## config.mk

```make
export PLATFORM = sky130hd
export DESIGN_NAME = event_indicator
export DESIGN_NICKNAME = d
export VERILOG_FILES = /design/src/rtl/event_indicator_pkg.sv /design/src/rtl/cycle_timer.sv /design/src/rtl/event_indicator.sv
export SDC_FILE = /design/constraint.sdc
export NUM_CORES = 1
export LEC_CHECK = 0
export CAP_MARGIN = 30
export CORE_UTILIZATION = 67
export DETAILED_ROUTE_END_ITERATION = 6
export DONT_BUFFER_PORTS = 1
export PLACE_DENSITY = 0.83
export SLEW_MARGIN = 10
export SYNTH_ARGS = -nofsm -noshare
export SYNTH_HDL_FRONTEND = slang
export SYNTH_SLANG_ARGS = --single-unit
```

## constraint.sdc

```tcl
create_clock -name clk -period 3.4 [get_ports clk]
set_input_delay 0.85 -clock clk [delete_from_list [all_inputs] [get_ports clk]]
set_output_delay 0.85 -clock clk [all_outputs]
set_load 0.02 [all_outputs]
```

## src/rtl/event_indicator_pkg.sv

```systemverilog
// Shared types and helpers for the event indicator LED feedback stage.
package event_indicator_pkg;

    typedef enum logic [1:0] {IDLE, ON, OFF} ind_state_t;

    // Bits needed to hold n-1, never less than one so a 1-cycle phase still has a counter.
    function automatic int width_for(input int n);
        return (n <= 1) ? 1 : $clog2(n);
    endfunction

endpackage

```

## src/rtl/cycle_timer.sv

```systemverilog
// Loadable down-counter; done is high whenever the count has reached zero.
module cycle_timer #(
    parameter int WIDTH = 8
) (
    input  logic             clk,
    input  logic             reset,
    input  logic             load,
    input  logic [WIDTH-1:0] value,
    input  logic             enable,
    output logic             done
);

    logic [WIDTH-1:0] count;

    always_ff @(posedge clk) begin
        if (reset) begin
            count <= '0;
        end else if (load) begin
            count <= value;
        end else if (enable && count != '0) begin
            count <= count - WIDTH'(1);
        end
    end

    assign done = (count == '0);

endmodule

```

## src/rtl/event_indicator.sv

```systemverilog
// Turns single-cycle event pulses into LED blink sequences, queueing events that
// arrive while a sequence is running and replaying them back-to-back.
module event_indicator
    import event_indicator_pkg::*;
#(
    parameter int ON_CYCLES   = 25_000_000,
    parameter int OFF_CYCLES  = 25_000_000,
    parameter int BLINKS      = 2,
    parameter int MAX_PENDING = 3,
    localparam int PW         = $clog2(MAX_PENDING + 1)
) (
    input  logic          clk,
    input  logic          reset,
    input  logic          in,
    output logic          out,
    output logic          busy,
    output logic [PW-1:0] pending,
    output logic          dropped
);

    localparam int TW = (width_for(ON_CYCLES) > width_for(OFF_CYCLES)) ?
                        width_for(ON_CYCLES) : width_for(OFF_CYCLES);
    localparam int BW = $clog2(BLINKS + 1);

    localparam logic [TW-1:0] ON_LOAD  = TW'(ON_CYCLES - 1);
    localparam logic [TW-1:0] OFF_LOAD = TW'(OFF_CYCLES - 1);
    localparam logic [BW-1:0] BLINKS_V = BW'(BLINKS);
    localparam logic [PW-1:0] PEND_MAX = PW'(MAX_PENDING);

    ind_state_t      state, next_state;
    logic [BW-1:0]   blink_cnt, next_blink;
    logic [PW-1:0]   next_pending;
    logic            next_dropped;
    logic            timer_load;
    logic [TW-1:0]   timer_value;
    logic            timer_done;
    logic            seq_done;

    cycle_timer #(.WIDTH(TW)) u_timer (
        .clk    (clk),
        .reset  (reset),
        .load   (timer_load),
        .value  (timer_value),
        .enable (state != IDLE),
        .done   (timer_done)
    );

    always_ff @(posedge clk) begin
        if (reset) begin
            state     <= IDLE;
            blink_cnt <= '0;
            pending   <= '0;
            dropped   <= 1'b0;
            out       <= 1'b0;
            busy      <= 1'b0;
        end else begin
            state     <= next_state;
            blink_cnt <= next_blink;
            pending   <= next_pending;
            dropped   <= next_dropped;
            out       <= (next_state == ON);
            busy      <= (next_state != IDLE);
        end
    end

    assign seq_done = (state == OFF) && timer_done && (blink_cnt >= BLINKS_V);

    always_comb begin
        next_state   = state;
        next_blink   = blink_cnt;
        next_pending = pending;
        next_dropped = 1'b0;
        timer_load   = 1'b0;
        timer_value  = ON_LOAD;

        case (state)
            IDLE: begin
                if (in) begin
                    next_state = ON;
                    next_blink = BW'(1);
                    timer_load = 1'b1;
                end
            end
            ON: begin
                if (timer_done) begin
                    next_state  = OFF;
                    timer_load  = 1'b1;
                    timer_value = OFF_LOAD;
                end
            end
            OFF: begin
                if (timer_done) begin
                    if (blink_cnt < BLINKS_V) begin
                        next_state = ON;
                        next_blink = blink_cnt + BW'(1);
                        timer_load = 1'b1;
                    // A queued event or one arriving right now restarts with no idle gap.
                    end else if (pending != '0 || in) begin
                        next_state = ON;
                        next_blink = BW'(1);
                        timer_load = 1'b1;
                    end else begin
                        next_state = IDLE;
                    end
                end
            end
            default: next_state = IDLE;
        endcase

        // An event on the completion edge either cancels the dequeue or starts the next run.
        if (state != IDLE) begin
            if (seq_done) begin
                if (pending != '0 && !in) begin
                    next_pending = pending - PW'(1);
                end
            end else if (in) begin
                if (pending == PEND_MAX) begin
                    next_dropped = 1'b1;
                end else begin
                    next_pending = pending + PW'(1);
                end
            end
        end
    end

endmodule

```

==> out/summary.txt <==
OUTCOME
------------------------------------------------------------------------------------
Status                                                                  finished, final reports clean

CLOCK TREE
------------------------------------------------------------------------------------
Number of H-tree levels                                                            2
Post-CTS repair timing setup buffer count                                          0
CTS Buf Count                                                                      5
Clock Pin Slew Worst Setup and Hold Paths                                    0.11 ns
Hold buffers post-CTS                                                              0
Clock tree from TritonCTS                                                       done
Worst skew pair latency                                                      0.35 ns
Number of cells upsized or downsized after cts                                     0
Clk sinks                                                                         34
Clock tree buffer depth                                                            2
Cell at the root of the clock tree                                          clkbuf_4

STA
------------------------------------------------------------------------------------
Max-slew violation total from the final report                                     0
Final clock period utilization by the worst path                               68.7%
Transition time of the tightest slew-check pin                              0.687 ns
Total count of hold-check failures in the final report                             0
Unrepaired setup endpoints after global routing                                false
Highest clock frequency the design can meet                                  428 MHz
Setup skew after layout                                                    0.0116 ns
Final worst-path setup slack                                                 1.06 ns
Setup TNS                                                                       0 ns
Max-Slew Margin vs Limit                                                       53.8%
Count of endpoints failing setup in the final report                               0
Final min period                                                             2.34 ns

ROUTE
------------------------------------------------------------------------------------
Iter 0 DRT Violations                                                             29
Number of vias per cell                                                         6.31
Total number of vias                                                            1444
DR pass1 iterations                                                                4
Total routed wirelength                                                      3.58 mm
Count of unresolved DRC violations after routing                                   0
Routed wirelength normalized by instance count                               15.6 µm
Routed Antenna Nets                                                                0

PWR
------------------------------------------------------------------------------------
Total power                                                                 0.870 mW
Power density of the placed cells                                         467 nW/µm²
Fraction of power consumed by combinational cells                              20.0%
Sequential power share                                                         54.6%
Reported net switching power                                                0.287 mW
Leakage                                                                     0.606 nW
Proportion of power drawn by the clock network                                 25.4%
Power Internal                                                              0.583 mW
Switching portion of total power                                               33.0%
Maximum resistive drop on vdd                                             0.000383 V

CELLS AND AREA
------------------------------------------------------------------------------------
Fillcell total                                                                   203
Cell Count, Final, Fillers Out                                                   229
Synthesis-to-layout area growth                                                1.57%
Net count reported at finish                                                     203
Antenna diode count                                                                0
Fraction of layout instances using a drive strength above 1                    17.1%

SYNTH
------------------------------------------------------------------------------------
Share of the synthesized area in the top cell type                             37.1%
Synthesized area divided by synthesized cell count                          9.08 µm²
Leading area contributor after synthesis                                     dfxtp_1
Post-Syn Nets                                                                    207
Seq cells post-synth                                                              34
Syn. warnings                                                                      0
Primary flip-flop cell chosen by synthesis mapping                           dfxtp_1
Simple-gate share of the synthesized area                                      30.4%
Proportion of synthesized chip area in sequential cells                        37.1%
Adder-cell area share of the yosys netlist                                     1.36%
Unique masters post-synth                                                         46
Combinational family with the most area after synthesis                 simple AND/OR/NAND/NOR gates
Cell types occupying the most area after synthesis                      dfxtp_1 37%, xnor2_1 8.1%, o21ai_2 5.3%
Number of enable-type register cells in the synthesized netlist                    0
Post-synthesis cell count                                                        202
Syn Std Cell Area                                                           1830 µm²
Xor and xnor fraction of the mapped netlist area                               11.0%
Share of flip-flops with an asynchronous set or reset after synthesis             0%
Fraction of the mapped netlist area in compound gates                          15.5%
Mux cell area share after synthesis                                           0.614%

GLOBAL ROUTE
------------------------------------------------------------------------------------
Met1 Track Usage GR                                                            34.0%
Total congestion overflow after global routing                                     0
Global-route wire length before repair                                       6.13 mm
Number of global-route vias before repair                                       1414
GR Layer Usage met2                                                            50.8%
Tot GR Track Use                                                               29.9%
Layer carrying the most global-route usage                                      met2
Largest net degree at the start of global routing                                 29
Met3 GRT Util                                                                  8.89%
Number of antenna violations at the first check in global routing                  0

FLOORPLANNING
------------------------------------------------------------------------------------
Floorplan die width                                                          54.3 µm
Die boundary height                                                          54.3 µm
Number of ports placed on the die boundary                                         8
Initial Util                                                                   72.7%
Placement row count                                                               18
Core area                                                                   2520 µm²
Die footprint                                                               2950 µm²

SETUP PATH
------------------------------------------------------------------------------------
Critical path capture point                                             u_timer.count[3]
Worst r2r path cells                                                               6
Startpoint class of the critical path                                      flip-flop
Cell-by-cell trace of the critical path                                 or3b_2 > a21oi_1 > nor2_1 > o21ai_2 > or2_1 > o21ai_2
Family with the most delay on the worst path                            simple AND/OR/NAND/NOR gates
Worst path required time                                                     3.62 ns
Cell with the most instances on the worst path                               o21ai_2
Crit path depth                                                                    6
Reg2reg end                                                             u_timer.count[3]
Max stage delay on crit path                                                 0.49 ns
Buffer and inverter count on the worst path                                        0
Crit path from                                                            pending[0]
Crit Reg-Reg Startpoint                                                   pending[0]
Kind of critical path                                                   flip-flop to flip-flop
Worst endpoint data arrival time                                             2.55 ns
Worst setup EP type                                                        flip-flop
Minimum setup slack among reg-to-reg paths                                   1.06 ns
Cell type of the slowest stage on the worst timing path                       or3b_2
Critical-path maximum fanout                                                      10

PLACEMENT
------------------------------------------------------------------------------------
Worst slack after detailed placement                                         1.09 ns
HPWL after detailed placement                                                2.60 mm
Port buffer count                                                                  0
Routability cong.                                                              0.852
Total instance count after detailed placement                                    221

RUN
------------------------------------------------------------------------------------
Max-cap violations                                                                 0

MIN PATH
------------------------------------------------------------------------------------
Class of the worst hold path                                            flip-flop to flip-flop

[logic make-up after synthesis]
| kind of cell | after synthesis |
|---|---|
| XOR/XNOR | 23 |
| flip-flops | 34 |
| adder cells (fa/ha/maj) | 2 |
| buffers and inverters | 14 |
| multiplexers | 1 |
| AND/OR/NAND/NOR | 90 |
| AO/OA/AOI/OAI | 38 |
[sequential cells by signal, summed over array words and instances (netlist names)]
| signal | flops |
|---|---|
| u_timer.count | 25 |
| blink_cnt | 2 |
| pending | 2 |
| state | 2 |
| busy | 1 |
| dropped | 1 |
| out | 1 |
[Yosys cell counts (2+ instances only)]
master,count
or4_1,2
nor4_4,2
nand3b_1,2
buf_2,3
nand2b_1,2
nand3_1,6
nor3_1,11
nor3_2,3
clkbuf_1,4
o21ai_2,11
a21oi_1,13
nor2_1,21
nand4_1,2
nor2b_1,2
inv_1,3
buf_6,2
dfxtp_1,34
nand2_1,11
xor2_1,6
o21ai_0,4
a221oi_1,3
nor4_1,10
xnor2_1,17
or3_1,5
ha_1,2
[layout by cell type, fill, tap and decap left out, types with 2 or more instances in the layout]
master | netlist | layout
xnor2_1 | 17 | 17
or4_1 | 2 | 2
o21ai_2 | 11 | 11
ha_1 | 2 | 2
inv_1 | 3 | 3
nand2b_1 | 2 | 2
or3_1 | 5 | 5
nor4_1 | 10 | 10
nor4_4 | 2 | 2
dfxtp_1 | 34 | 34
nand3b_1 | 2 | 2
xor2_1 | 6 | 6
nor3_2 | 3 | 3
o21ai_0 | 4 | 4
nor2_1 | 21 | 21
clkbuf_4 | 0 | 5
nand2_1 | 11 | 11
nand3_1 | 6 | 6
nand4_1 | 2 | 2
a221oi_1 | 3 | 3
a21oi_1 | 13 | 13
nor3_1 | 11 | 11
nor2b_1 | 2 | 2
[per-layer routing]
layer	up-vias	part of all wire, %
li1	720	-
met1	678	45
met2	39	49
met3	7	5.0
met4	0	1.5
met5	-	0
[worst register-to-register path: cells and delay by family, from the launching register on]
kind	cells	cell delay [ns]
simple gates	3	1.08
compound gates	3	0.69
flops	1	0.44
[power groups by stage]
| stage | clock network [mW] | logic (mW) | registers (mW) |
|---|---|---|---|
| finish | 0.221 | 0.174 | 0.475 |
| global route | 0.240 | 0.193 | 0.479 |
| CTS | 0.226 | 0.173 | 0.474 |
| detailed placement | 0 | 0.172 | 0.484 |
| global placement | 0 | 0.165 | 0.480 |
| floorplan | 0 | 0.156 | 0.472 |
[through the flow]
| step | util (%) | hold slack (ns) | instance area (µm²) |
|---|---|---|---|
| CTS | 73.9 | 0.535 | 1860 |
| finish | 73.9 | 0.529 | 1860 |
| floorplan | - | 0.485 | 1830 |
| detailed placement | 71.7 | 0.517 | 1810 |
| global placement | 71.7 | 0.499 | 1810 |
| global route | 73.9 | 0.523 | 1860 |
[how the worst min path moves through the flow]
stage | startpoint | end | cells past startpoint
6_report | blink_cnt[0] | blink_cnt[0] | 2
4_1_cts | blink_cnt[0] | blink_cnt[0] | 2
5_1_grt | reset | u_timer.count[12] | 1
3_3_place_gp | blink_cnt[0] | blink_cnt[0] | 2
2_1_floorplan | blink_cnt[1] | blink_cnt[1] | 2
3_5_place_dp | u_timer.count[23] | u_timer.count[23] | 2
[cell type report]
| cell class | count | area [µm²] | area share, % |
|---|---|---|---|
| sequential | 34 | 681 | 36.5 |
| clock buffer | 6 | 41.3 | 2.22 |
| multi-input combinational | 154 | 1080 | 57.9 |
| inverter | 3 | 11.3 | 0.604 |
| clock inverter | 2 | 13.8 | 0.739 |
| tap | 30 | 37.5 | 2.01 |
(Power assumes the default switching activity.)
